[config.mk]
export PLATFORM = sky130hd
export DESIGN_NAME = buzzer_seq
export DESIGN_NICKNAME = d
export VERILOG_FILES = /design/src/rtl/buzzer_pkg.sv /design/src/rtl/sync_fifo.sv /design/src/rtl/buzzer_seq.sv
export SDC_FILE = /design/constraint.sdc
export NUM_CORES = 1
export LEC_CHECK = 0
export CAP_MARGIN = 15
export CORE_UTILIZATION = 35
export DETAILED_ROUTE_END_ITERATION = 10
export PLACE_DENSITY_LB_ADDON = 0.08
export SYNTH_ARGS = -nofsm -noshare
export SYNTH_HDL_FRONTEND = slang
export SYNTH_HIERARCHICAL = 1
export SYNTH_SLANG_ARGS = --single-unit
[constraint.sdc]
create_clock -name clk -period 13.75 [get_ports clk]
set_input_delay 2.75 -clock clk [delete_from_list [all_inputs] [get_ports clk]]
set_output_delay 2.75 -clock clk [all_outputs]
set_load 0.05 [all_outputs]
[src/rtl/buzzer_pkg.sv]
`default_nettype none
// buzzer_pkg: register map, CTRL/STATUS bit positions, note layout and FSM encoding for buzzer_seq.
// Revision 1.0
package buzzer_pkg;

  localparam logic [31:0] ADDR_VER    = 32'h0000_0000;
  localparam logic [31:0] ADDR_CTRL   = 32'h0000_0004;
  localparam logic [31:0] ADDR_NOTE   = 32'h0000_0008;
  localparam logic [31:0] ADDR_STATUS = 32'h0000_000C;

  localparam int CTRL_EN      = 0;
  localparam int CTRL_IE      = 1;
  localparam int CTRL_FLUSH   = 2;
  localparam int CTRL_OVF_CLR = 3;

  localparam int STAT_EMPTY = 8;
  localparam int STAT_FULL  = 9;
  localparam int STAT_BUSY  = 10;
  localparam int STAT_OVF   = 11;

  localparam logic [1:0] IDLE = 2'd0;
  localparam logic [1:0] LOAD = 2'd1;
  localparam logic [1:0] PLAY = 2'd2;

  typedef struct packed {
    logic [15:0] dur;
    logic [15:0] half_period;
  } note_t;

  function automatic logic [31:0] status_word(
    input logic [4:0] count,
    input logic       empty,
    input logic       full,
    input logic       busy,
    input logic       ovf
  );
    logic [31:0] w;
    w             = '0;
    w[4:0]        = count;
    w[STAT_EMPTY] = empty;
    w[STAT_FULL]  = full;
    w[STAT_BUSY]  = busy;
    w[STAT_OVF]   = ovf;
    return w;
  endfunction

endpackage
`default_nettype wire

[src/rtl/sync_fifo.sv]
`default_nettype none
// sync_fifo: show-ahead synchronous FIFO with flush; a push into a full queue is taken only with a same-cycle pop.
// Revision 1.0
module sync_fifo #(
  parameter int WIDTH = 32,
  parameter int DEPTH = 8
) (
  input  logic                     clk,
  input  logic                     rstn,
  input  logic                     flush_i,
  input  logic                     push_i,
  input  logic [WIDTH-1:0]         push_data_i,
  input  logic                     pop_i,
  output logic [WIDTH-1:0]         head_o,
  output logic [$clog2(DEPTH):0]   count_o,
  output logic                     full_o,
  output logic                     empty_o
);

  localparam int AW = $clog2(DEPTH);
  localparam int CW = AW + 1;

  logic [WIDTH-1:0] mem_q [DEPTH];
  logic [AW-1:0]    wptr_q;
  logic [AW-1:0]    rptr_q;
  logic [CW-1:0]    count_q;
  logic             w_push;
  logic             w_pop;

  assign empty_o = (count_q == '0);
  assign full_o  = (count_q == CW'(DEPTH));
  assign count_o = count_q;
  assign head_o  = mem_q[rptr_q];

  assign w_pop  = pop_i && !empty_o;
  assign w_push = push_i && (!full_o || w_pop);

  always_ff @(posedge clk) begin
    if (w_push && !flush_i) begin
      mem_q[wptr_q] <= push_data_i;
    end
  end

  always_ff @(posedge clk or negedge rstn) begin
    if (!rstn) begin
      wptr_q  <= '0;
      rptr_q  <= '0;
      count_q <= '0;
    end else if (flush_i) begin
      wptr_q  <= '0;
      rptr_q  <= '0;
      count_q <= '0;
    end else begin
      if (w_push) wptr_q <= wptr_q + AW'(1);
      if (w_pop)  rptr_q <= rptr_q + AW'(1);
      count_q <= count_q + CW'(w_push) - CW'(w_pop);
    end
  end

endmodule
`default_nettype wire

[src/rtl/buzzer_seq.sv]
`default_nettype none
// buzzer_seq: CPU-programmed note queue driving a square-wave buzzer (IDLE/LOAD/PLAY sequencer).
// Revision 1.0
module buzzer_seq
  import buzzer_pkg::*;
#(
  parameter int          FIFO_DEPTH = 8,
  parameter int          TICK_DIV   = 50000,
  parameter logic [31:0] HW_VER     = 32'h01
) (
  input  logic        clk,
  input  logic        rstn,
  input  logic        wr,
  input  logic [31:0] waddr,
  input  logic [31:0] wdata,
  input  logic        rd,
  input  logic [31:0] raddr,
  output logic [31:0] rdata,
  output logic        buzzer_pin,
  output logic        busy,
  output logic        irq
);

  localparam int             CW        = $clog2(FIFO_DEPTH) + 1;
  localparam int             PW        = (TICK_DIV > 1) ? $clog2(TICK_DIV) : 1;
  localparam logic [PW-1:0]  TICK_LAST = PW'(TICK_DIV - 1);

  logic [1:0]    state_q, state_d;
  logic [15:0]   cur_hp_q, cur_hp_d;
  logic [15:0]   dur_q, dur_d;
  logic [15:0]   hp_cnt_q, hp_cnt_d;
  logic [PW-1:0] tick_q, tick_d;
  logic          pin_q, pin_d;
  logic          en_q, ie_q, ovf_q, ovf_d;
  logic [31:0]   rdata_q;

  logic          w_ctrl_wr, w_note_wr, w_flush, w_ovf_clr, w_en, w_pop;
  logic [31:0]   w_head_raw, w_rd_val;
  note_t         w_head;
  logic [CW-1:0] w_count;
  logic          w_full, w_empty;

  assign w_ctrl_wr = wr && (waddr == ADDR_CTRL);
  assign w_note_wr = wr && (waddr == ADDR_NOTE);
  assign w_flush   = w_ctrl_wr && wdata[CTRL_FLUSH];
  assign w_ovf_clr = w_ctrl_wr && wdata[CTRL_OVF_CLR];
  // Sequencer decisions see a same-cycle CTRL write so an en clear aborts at the very next edge.
  assign w_en      = w_ctrl_wr ? wdata[CTRL_EN] : en_q;
  assign w_head    = note_t'(w_head_raw);

  sync_fifo #(
    .WIDTH (32),
    .DEPTH (FIFO_DEPTH)
  ) u_queue (
    .clk         (clk),
    .rstn        (rstn),
    .flush_i     (w_flush),
    .push_i      (w_note_wr),
    .push_data_i (wdata),
    .pop_i       (w_pop),
    .head_o      (w_head_raw),
    .count_o     (w_count),
    .full_o      (w_full),
    .empty_o     (w_empty)
  );

  always_comb begin
    state_d  = state_q;
    cur_hp_d = cur_hp_q;
    dur_d    = dur_q;
    hp_cnt_d = hp_cnt_q;
    tick_d   = tick_q;
    pin_d    = 1'b0;
    w_pop    = 1'b0;
    case (state_q)
      IDLE: begin
        if (w_en && !w_empty) state_d = LOAD;
      end
      LOAD: begin
        w_pop    = 1'b1;
        cur_hp_d = w_head.half_period;
        dur_d    = w_head.dur;
        hp_cnt_d = '0;
        tick_d   = '0;
        if (w_head.dur != '0)                    state_d = PLAY;
        else if (w_en && (w_count > CW'(1)))     state_d = LOAD;
        else                                     state_d = IDLE;
      end
      PLAY: begin
        if (!w_en) begin
          state_d = IDLE;
        end else begin
          pin_d = pin_q;
          if (cur_hp_q != '0) begin
            if (hp_cnt_q == cur_hp_q - 16'd1) begin
              hp_cnt_d = '0;
              pin_d    = ~pin_q;
            end else begin
              hp_cnt_d = hp_cnt_q + 16'd1;
            end
          end
          if (tick_q == TICK_LAST) begin
            tick_d = '0;
            dur_d  = dur_q - 16'd1;
            if (dur_q == 16'd1) begin
              pin_d   = 1'b0;
              state_d = w_empty ? IDLE : LOAD;
            end
          end else begin
            tick_d = tick_q + PW'(1);
          end
        end
      end
      default: state_d = IDLE;
    endcase
    if (w_flush) begin
      state_d = IDLE;
      pin_d   = 1'b0;
      w_pop   = 1'b0;
    end
  end

  // A push dropped only if the queue stays full, i.e. no pop in the same cycle.
  assign ovf_d = (w_note_wr && w_full && !w_pop) || (ovf_q && !w_ovf_clr);

  always_comb begin
    w_rd_val = '0;
    case (raddr)
      ADDR_VER:    w_rd_val = HW_VER;
      ADDR_CTRL:   w_rd_val = {30'd0, ie_q, en_q};
      ADDR_STATUS: w_rd_val = status_word(5'(w_count), w_empty, w_full, busy, ovf_q);
      default:     w_rd_val = '0;
    endcase
  end

  always_ff @(posedge clk or negedge rstn) begin
    if (!rstn) begin
      state_q  <= IDLE;
      cur_hp_q <= '0;
      dur_q    <= '0;
      hp_cnt_q <= '0;
      tick_q   <= '0;
      pin_q    <= 1'b0;
      en_q     <= 1'b0;
      ie_q     <= 1'b0;
      ovf_q    <= 1'b0;
      rdata_q  <= '0;
    end else begin
      state_q  <= state_d;
      cur_hp_q <= cur_hp_d;
      dur_q    <= dur_d;
      hp_cnt_q <= hp_cnt_d;
      tick_q   <= tick_d;
      pin_q    <= pin_d;
      en_q     <= w_en;
      ovf_q    <= ovf_d;
      if (w_ctrl_wr) ie_q <= wdata[CTRL_IE];
      if (rd)        rdata_q <= w_rd_val;
    end
  end

  assign rdata      = rdata_q;
  assign buzzer_pin = pin_q;
  assign busy       = (state_q == PLAY);
  assign irq        = ie_q && w_empty && (state_q == IDLE);

endmodule
`default_nettype wire

; ---- After elaboration in Yosys (flattened, before gate mapping)
; Memory sizes are Yosys's and may differ from the RTL's.
; Cells that the tools add are included.
[totals]
mem_bits_rw = 256
mem_count = 1
output_inout_bits = 35
reg_bits = 112
word_cells = 110
[mem_list]
columns = memory, depth, word_bits, read_ports, rd_ports_with_merged_regs, wr, line
row1 = u_queue.mem_q, 8, 32, 1, 0, 1, sync_fifo.sv:23  ; logic [WIDTH-1:0] mem_q [DEPTH];
[op_classes]
add_sub_neg = 8
n_lt_le_gt_ge = 1
bitwise_logic = 1
n_eq_ne = 16
mux = 37
n_reduce_logical = 33
[ops]
columns = operator, n
row1 = $mux 16, 7
row2 = $pmux 16 s2, 3
row3 = $eq 32x3->1 const B, 2
row4 = $eq 32x4->1 const B, 2
row5 = $pmux 12 s3, 1
row6 = $add 16x1->16 const B, 2
row7 = $logic_not 32->1, 1
row8 = $reduce_bool 16->1, 2
row9 = $sub 16x1->16 const B, 2
row10 = $eq 16x1->1 const B, 1
row11 = $eq 16x16->1, 1
row12 = $eq 16x16->1 const B, 1
row13 = $logic_and 1x1->1, 14
row14 = $mux 1, 14
row15 = $mux 2, 6
row16 = $mux 3, 4
row17 = $reduce_and 3->1, 3
row18 = $ne 4x2->1 const B, 2
row19 = $add 3x1->3 const B, 2
row20 = $ne 2x1->1 const B, 3
row21 = $pmux 2 s3, 1
row22 = $reduce_bool 2->1, 3
row23 = $logic_not 1->1, 5
row24 = $add 4x1->4, 1
row25 = other kinds (12), 13

; ---- Logic depth before layout (Yosys ltp)
; Gate-level depths: netlist (run 1).
[logic_depth]
depth_word = 10
ltp_mapped = 12
ltp_nobuf = 12

; ---- Hierarchy
; The synthesis (run 1) kept the hierarchy.
[by_module_without_submodules]
columns = mod, cells_each, instances, area_each_um2
row1 = sync_fifo, 454, 1, 10380.0
row2 = buzzer_seq, 581, 1, 5112.4

; ---- Worst setup path after synthesis (run 1)
; No wires, ideal clock.
[synth_path]
path_kind = in2reg
start = input port waddr[13]
end = memory u_queue.mem_q[4][0], enable pin
cell_stages = 6
required_ns = 13.282
path_slack_ns = 6.451
arrival_time_ns = 6.831
setup_time_ns = 0.468
path_cell_list = nor4_1 nand4_1 nor4_1 nand2b_1 a211o_1 nor3b_1
[synth_between]
word_cells_on_any_way = 13
classes_between = 2 x eq/ne / 3 x mux / 8 x reduce/logical
[synth_lines]
columns = item, line
row1 = "start, declared", buzzer_seq.sv:14  ; input logic [31:0] waddr,
row2 = $eq 32x4->1, buzzer_seq.sv:44  ; assign w_note_wr = wr && (waddr == ADDR_NOTE);
row3 = $logic_and 1x1->1, buzzer_seq.sv:44
row4 = via w_note_wr, buzzer_seq.sv:37  ; logic w_ctrl_wr, w_note_wr, w_flush, w_ovf_clr, w_en, w_pop;
row5 = $logic_and 1x1->1, sync_fifo.sv:36  ; assign w_push = push_i && (!full_o || w_pop);
row6 = $logic_and 1x1->1, sync_fifo.sv:39  ; if (w_push && !flush_i) begin
row7 = $mux 1, sync_fifo.sv:39
row8 = $mux 1 (not written as such), sync_fifo.sv:40  ; mem_q[wptr_q] <= push_data_i;
row9 = "end, declared", sync_fifo.sv:23
; The timed path passes the listed nets, and every way through them passes these cells.

; ---- Final worst setup path (run 1)
[layout_path]
start = register u_queue.count_q[2], in the netlist u_queue/count_o[2]
end = output port irq
[layout_between]
elab_chain_len = 3
[layout_lines]
columns = item, line
row1 = "start, declared", sync_fifo.sv:26  ; logic [CW-1:0] count_q;
row2 = "start signal, assigned", sync_fifo.sv:56  ; count_q <= count_q + CW'(w_push) - CW'(w_pop);
row3 = $logic_not 4->1, sync_fifo.sv:30  ; assign empty_o = (count_q == '0);
row4 = via w_empty, buzzer_seq.sv:41  ; logic w_full, w_empty;
row5 = $logic_and 1x1->1 (2 in a row), buzzer_seq.sv:165  ; assign irq = ie_q && w_empty && (state_q == IDLE);
row6 = "end, declared", buzzer_seq.sv:21  ; output logic irq
; The timed path passes the listed nets, and every way through them passes these cells.

==> results of run 1 <==
power breakdown:
part / switching [µW] / internal, µW / total, µW
Sequential: 42.2 / 1140 / 1180
Clock: 426 / 625 / 1050
Combinational: 238 / 196 / 434
Total: 706 / 1960 / 2670
through the flow:
stage | hold WS (ns) | total power, µW | utilization, % | std cells | area, µm²
global placement | 0.4957 | 1642 | 39.60 | 1697 | 17170
detailed placement | 0.4998 | 1643 | 39.60 | 1697 | 17170
floorplan | 0.4366 | 1516 | - | 1058 | 15580
global route | 0.5304 | 2801 | 42.70 | 1770 | 18520
finish | 0.4990 | 2668 | 42.70 | 1770 | 18520
CTS | 0.5094 | 2708 | 42.61 | 1768 | 18480
cell type report:
cell class | instances | area share, %
Clock buffer | 52 | 5.750
Clock inverter | 19 | 1.297
Inverter | 30 | 0.6081
Multi-Input combinational cell | 612 | 28.16
Sequential cell | 344 | 53.44
Tap cell | 585 | 3.953
Timing Repair Buffer | 128 | 6.791
registers in the layout, summed over array words and instances, names as in the netlist:
register	flops
buzzer_pin	1
cur_hp_q	16
dur_q	16
en_q	1
hp_cnt_q	16
ie_q	1
ovf_q	1
rdata	8
state_q	2
tick_q	16
u_queue/count_o	4
u_queue/mem_q	256
u_queue/rptr_q	3
u_queue/wptr_q	3
Yosys cell counts, drive strengths merged (3+ instances only):
master   count  area (µm²)
o31ai        6       45.04
nor2        35       133.9
xor2        17       148.9
nor2b       16       100.1
nor4        33       212.7
or3b         3       26.28
and2         3       18.77
mux2        49       551.8
o41ai        4       53.81
dfrtp       88        2202
o211ai      12       90.09
a21o         5       37.54
clkbuf      28       105.1
o22ai       16       100.1
buf         44       322.8
o2111ai      4       35.03
ha          16       200.2
nor3b        7       52.55
nand4       16       100.1
nor4b        5       58.80
inv         30       112.6
a31oi        6       37.54
a31o         4       35.03
edfxtp     256        7687
nand3       20       100.1
nand2b      12       75.07
or3          8       50.05
nand2       55       206.5
nor3        28       140.1
xnor2       14       122.6
a21oi       24       123.9
o21ai       47       239.0
mux4        64        1456
nand4b       6       52.55
or2          3       18.77
and3        14       87.58
mux2i        9       90.09
path summary, 6_finish.rpt:
check	from	end	slack (ns)	cells after the start
min reg2reg	tick_q[15]$_DFFE_PN0P_	tick_q[15]$_DFFE_PN0P_	0.50	1
min in group asynchronous	rstn	cur_hp_q[5]$_DFFE_PN0P_	2.12	1
max in group asynchronous	rstn	u_queue/rptr_q[1]$_DFFE_PN0P_	10.35	2
min	tick_q[15]$_DFFE_PN0P_	tick_q[15]$_DFFE_PN0P_	0.50	1
max reg2reg	u_queue/rptr_q[1]$_DFFE_PN0P_	state_q[0]$_DFFE_PN0P_	9.94	9
max	u_queue/count_o[2]$_DFF_PN0_	irq	7.75	5
placed cells by master, fill, tap and decap left out, types with 5 or more instances in the layout:
master / instances
a21o_1: 5
a21oi_1: 23
a31oi_1: 5
and3_1: 14
buf_4: 17
clkbuf_1: 9
clkbuf_16: 39
clkdlybuf4s50_1: 109
clkinv_2: 5
conb_1: 24
dfrtp_1: 85
edfxtp_1: 256
ha_1: 16
inv_1: 29
mux2_2: 49
mux2i_1: 9
mux4_2: 60
nand2_1: 55
nand2b_1: 12
nand3_1: 20
nand4_1: 16
nand4b_1: 6
nor2_1: 30
nor2b_1: 15
nor3_1: 26
nor3b_1: 5
nor4_1: 31
o211ai_1: 12
o21ai_0: 44
o22ai_1: 16
o31ai_1: 6
or3_1: 8
xnor2_1: 14
xor2_1: 17
worst max-delay path, stage by stage (launching register included):
cell,delay [ns]
dfrtp_1,0.40
inv_1,0.11
ha_1,0.20
nor3b_1,0.81
and3_1,0.34
clkdlybuf4s50_1,0.83
kinds of logic (layout without fill, tap and decap cells):
kind of cell | count (synthesis) | after routing | synth area share (%)
muxes | 122 | 122 | 13.54
and+or+nand+nor | 271 | 271 | 9.708
adders and majority gates | 17 | 17 | 1.421
other | 1 | 24 | 0.02421
DFF | 344 | 344 | 63.83
buffers and inverters | 102 | 229 | 3.489
AOI/OAI and AO/OA | 147 | 147 | 6.227
xor gates and xnor gates | 31 | 31 | 1.753
layer usage:
layer / up-vias / share of wire [%] / wire length [µm]
li1: 4266 / - / -
met1: 4688 / 47 / 16900
met2: 140 / 48 / 17300
met3: 41 / 3.3 / 1187
met4: 0 / 1.7 / 608
met5: - / 0 / 0
==> metrics.txt, run 1 <==
status=complete, no violations; Synth Register Bits=about 340; Main synth FF type=edfxtp_1; port bufs=110; CTS resizes=0; Final Worst Setup Slack=approximately 7.7 ns; min-delay worst type=flop to flop; maximum clock path buffer count=3; Num Clock Sinks=~340; Total Wirelength=approximately 36,000 µm; hold bufs inserted after CTS=0; Nets=1,272; CP Data Arrival Time=approximately 3.3 ns; first-pass GRT wire length=55,300 µm; DR pass1 iterations=4; clk_lat worst skew=~0.57 ns; worst vdd ir=between 0.09 and 0.1 mV; critical path peak fanout=7; Yosys cell types=73; Storage cell area=about 10000 µm²; Cells after Synth=1,035; die area=45,110 µm²; RSZ-0062 raised after global routing=no; Chip Height=about 210 µm; area grow syn2layout=19.52%; Tot GR Track Use=between 10% and 20%; number of max-cap violations=0; Core Area=roughly 43,000 µm²; CTS Root Cell=clkbuf_16; Netlist Area Pre-Place=15,490 µm²; Achievable Freq=roughly 0.17 GHz; Post-DRT Antenna Nets=0; M2 GR Usage=between 20% and 30%; Detailed Route Iter0 Violations=447; fillcell total=between 3,000 and 4,000; crit start category=flop; minimum clock period=around 6.0 ns; Post-CTS Setup Inserts=0; Post-route DRC=0; htree depth=2; FFs w/ async S/R, synth=around 26%; WS Path Type=flop to primary output; DR vias=between 9,000 and 10,000; met3 GRT Util=under 10%; syn_area_per_cell=approximately 15 µm²; Setup-failing EPs final=0; register area share after synthesis=a little under two thirds; Antenna diodes=0; total grt overflow=0; Multi-input gate area=about 5200 µm²; CTS Buf Count=39; fin. max-slew vios=0; worst-margin pin slew=1.083 ns; DIE WIDTH=roughly 210 µm; Max-slew headroom=27.78%; setup TNS=0 ns; PD cells=around 140 nW/µm²; num rows=76; average wire per standard cell=20.34 µm; mean number of vias per cell=5.161; Max Clock Skew=~0.025 ns; share of cells above drive strength 1=18.31%; Clk pin slew, worst setup/hold paths=~0.060 ns; Initial Util=between 30% and 40%; CTS tree=built; DP Wirelength=approximately 22,000 µm; CP Data Required Time=between 10 and 15 ns; GR Layer Usage met1=~23%; final critical-path share of the clock period=43.65%; number of flops mapped to enable cells by yosys=roughly 260; largest net degree at the start of global routing=67; Leak=between 0.006 and 0.007 µW; IO Pins=between 100 and 150; routability cong.=0.7753; Place WS=between 6 and 7 ns; CP Capture Type=primary output; GRT busiest layer=met2; vias in the first global route=around 9,200; Final Hold Viols=0; Yosys warning total=6; initial antenna violation count=0
Power figures use the tool's default switching activity.
==> inputs of run 2 (changes only) <==
- clock period: 13.75 -> 6.1 ns (I/O delays scaled with it)
==> metrics.txt, run 2 (synthesis results as in run 1) <==
DIE WIDTH=212.4 µm (unchanged); Setup-failing EPs final=0 (unchanged); Leak=0.006408 µW (was 0.006414 µW); crit start category=input port (was flop); CTS resizes=0 (unchanged); DP Area=17,220 µm² (was 17,170 µm²); IO Pins=135 (unchanged); DP Wirelength=23,140 µm (was 22,500 µm); most flop-heavy register=u_queue/mem_q (unchanged); port bufs=110 (unchanged); vias in the first global route=9,317 (was 9,164); worst vdd ir=0.2147 mV (was 0.09472 mV); num rows=76 (unchanged); maximum clock path buffer count=3 (unchanged); Critical-path top delay cell=nor4b_1 (was clkdlybuf4s50_1); FF-to-FF path depth=9 (unchanged); crit path buf inv count=3 (was 2); mean number of vias per cell=5.156 (was 5.161); Clk pwr share=37.9% (was 39.4%); Comb power frac=16.6% (was 16.3%); die area=45,110 µm² (unchanged); Max Clock Skew=0.01333 ns (was 0.02499 ns); Min Hold Slack=0.4897 ns (was 0.4990 ns); DR vias=9,152 (was 9,135); Nets=1,278 (was 1,272); Total Wirelength=36,430 µm (was 36,000 µm); commonest non-fill, non-tap cell in the layout=edfxtp_1 (unchanged); critical path peak fanout=18 (was 7); WS Path Type=input port to flop (was flop to primary output); delay-heaviest family, CP=simple AND/OR/NAND/NOR gates (unchanged); CP Data Required Time=6.40 ns (was 11.00 ns); Internal=4314 µW (was 1962 µW); htree depth=2 (unchanged); fin. max-slew vios=0 (unchanged); most used cell, CP=nand2_1; total grt overflow=0 (unchanged); RSZ-0062 raised after global routing=no (unchanged); DR pass1 iterations=5 (was 4); Chip Height=212.4 µm (unchanged); FF-to-FF End=hp_cnt_q[14]$_DFFE_PN0P_ (was state_q[0]$_DFFE_PN0P_); largest net degree at the start of global routing=52 (was 67); Core Area=43,360 µm² (unchanged); crit-path cells=clkdlybuf4s50_1 > nor4_1 > nand4_1 > nor4b_1 > nand2_1 > nand2_1 > inv_1 > nor2b_1 > o211ai_1 > nor2_4 > buf_16 (was inv_1 > ha_1 > nor3b_1 > and3_1 > clkdlybuf4s50_1); setup TNS=0 ns (unchanged); worst-margin pin slew=1.023 ns (was 1.083 ns); area grow syn2layout=19.32% (was 19.52%); Hold EP=tick_q[15]$_DFFE_PN0P_ (unchanged); share of cells above drive strength 1=18.32% (was 18.31%); Max-slew headroom=31.49% (was 27.78%); crit-path max cell delay=0.62 ns (was 0.83 ns); worst r2r src=cur_hp_q[0]$_DFFE_PN0P_ (was u_queue/rptr_q[1]$_DFFE_PN0P_); final instance area=18,490 µm² (was 18,520 µm²); initial antenna violation count=0 (unchanged); Num Clock Sinks=344 (unchanged); Clk pin slew, worst setup/hold paths=0.05 ns (was 0.06 ns); most frequent cells in the layout=edfxtp_1, clkdlybuf4s50_1, dfrtp_1 (unchanged); PD cells=317.9 nW/µm² (was 144.1 nW/µm²); Tot GR Track Use=16.63% (was 16.34%); average wire per standard cell=20.52 µm (was 20.34 µm); Post-CTS Setup Inserts=0 (unchanged); overall power=5877 µW (was 2668 µW); Post-DRT Antenna Nets=0 (unchanged); number of max-cap violations=0 (unchanged); Net Sw Frac=26.61% (was 26.47%); hold path depth=1 (unchanged); Detailed Route Iter0 Violations=504 (was 447); Final Hold Viols=0 (unchanged); CTS Root Cell=clkbuf_16 (unchanged); Switching Power=1564 µW (was 706.3 µW); Achievable Freq=roughly 0.24 GHz; clk_lat worst skew=0.55 ns (was 0.57 ns); CTS Buf Count=40 (was 39); minimum clock period=between 4 and 5 ns; final critical-path share of the clock period=69.44%; Seq pwr share=45.4% (was 44.3%); min-delay worst type=flop to flop (unchanged); Stages on worst setup path=11 (was 5); reg2reg setup slack=2.81 ns (was 9.94 ns); hold bufs inserted after CTS=0 (unchanged); Initial Util=35.73% (unchanged); first-pass GRT wire length=56,410 µm (was 55,300 µm); Antenna diodes=0 (unchanged); hold_sp=tick_q[15]$_DFFE_PN0P_ (unchanged); Post-route DRC=0 (unchanged); CP Capture Type=flop (was primary output); routability cong.=0.8095 (was 0.7753); CP Data Arrival Time=4.53 ns (was 3.25 ns); max reg flops=256 (unchanged); CTS tree=built (unchanged); status=complete, no violations (unchanged)
==> run 2: cell types whose count changed in the layout (fill, tap and decap cells not counted) <==
cell,previous run,this run
clkinv_1,4,9
clkbuf_1,9,8
buf_4,17,20
buf_12,0,2
clkbuf_8,4,1
bufinv_16,4,2
clkinv_4,2,0
clkinv_16,1,0
clkinv_2,5,8
clkbuf_16,39,40
==> run 2: through the flow <==
| stage | util, % | worst slack [ns] | cells |
|---|---|---|---|
| after floorplan | - | 0.3311 | 1058 |
| after global placement | 39.70 | 1.018 | 1701 |
| after detailed placement | 39.70 | 0.9133 | 1701 |
| after CTS | 42.49 | 1.497 | 1772 |
| after global routing | 42.63 | 1.575 | 1775 |
| final | 42.63 | 1.864 | 1775 |
==> run 2: per-layer routing <==
layer	routed length, µm	GRT usage, %	part of all wire [%]	vias to the layer above
met5	0	0	0	-
met4	618	4.168	1.7	0
met3	1493	2.999	4.1	46
met2	17130	26.71	47	184
met1	17190	23.27	47	4652
li1	-	-	-	4270
==> run 2: how the worst max path moves through the flow <==
stage,start,to
2_1_floorplan,waddr[13],u_queue/mem_q[4][0]$_DFFE_PP_
3_3_place_gp,waddr[1],u_queue/mem_q[0][29]$_DFFE_PP_
3_5_place_dp,waddr[8],u_queue/mem_q[0][29]$_DFFE_PP_
4_1_cts,waddr[1],u_queue/mem_q[0][28]$_DFFE_PP_
5_1_grt,waddr[1],u_queue/mem_q[3][23]$_DFFE_PP_
6_report,waddr[8],u_queue/mem_q[3][30]$_DFFE_PP_
==> run 2: power groups by stage <==
stage                     sequential [µW]  combinational [µW]  clock (µW)
after global routing                 2680                1090        2390
after floorplan                      2660                 754           0
after CTS                            2670                 986        2310
after detailed placement             2710                 982           0
after global placement               2710                 981           0
final                                2670                 978        2230
==> run 2: worst reg2reg max path, stage by stage, from the launching register on <==
cell     delay, ns
dfrtp_1       0.45
inv_1         0.12
ha_1          0.33
nor2b_1       0.42
nand4_1       0.17
xnor2_1       0.16
nor4_1        0.28
nand4_1       0.25
nor4b_4       0.82
nor3_1        0.12
==> run 2: cell type report <==
class	count	area [µm²]
Timing Repair Buffer	133	1320
Clock buffer	49	1045
Multi-Input combinational cell	612	5214
Inverter	30	112.6
Clock inverter	22	166.4
Fill cell	3998	24880
Sequential cell	344	9896
Tap cell	585	732.0
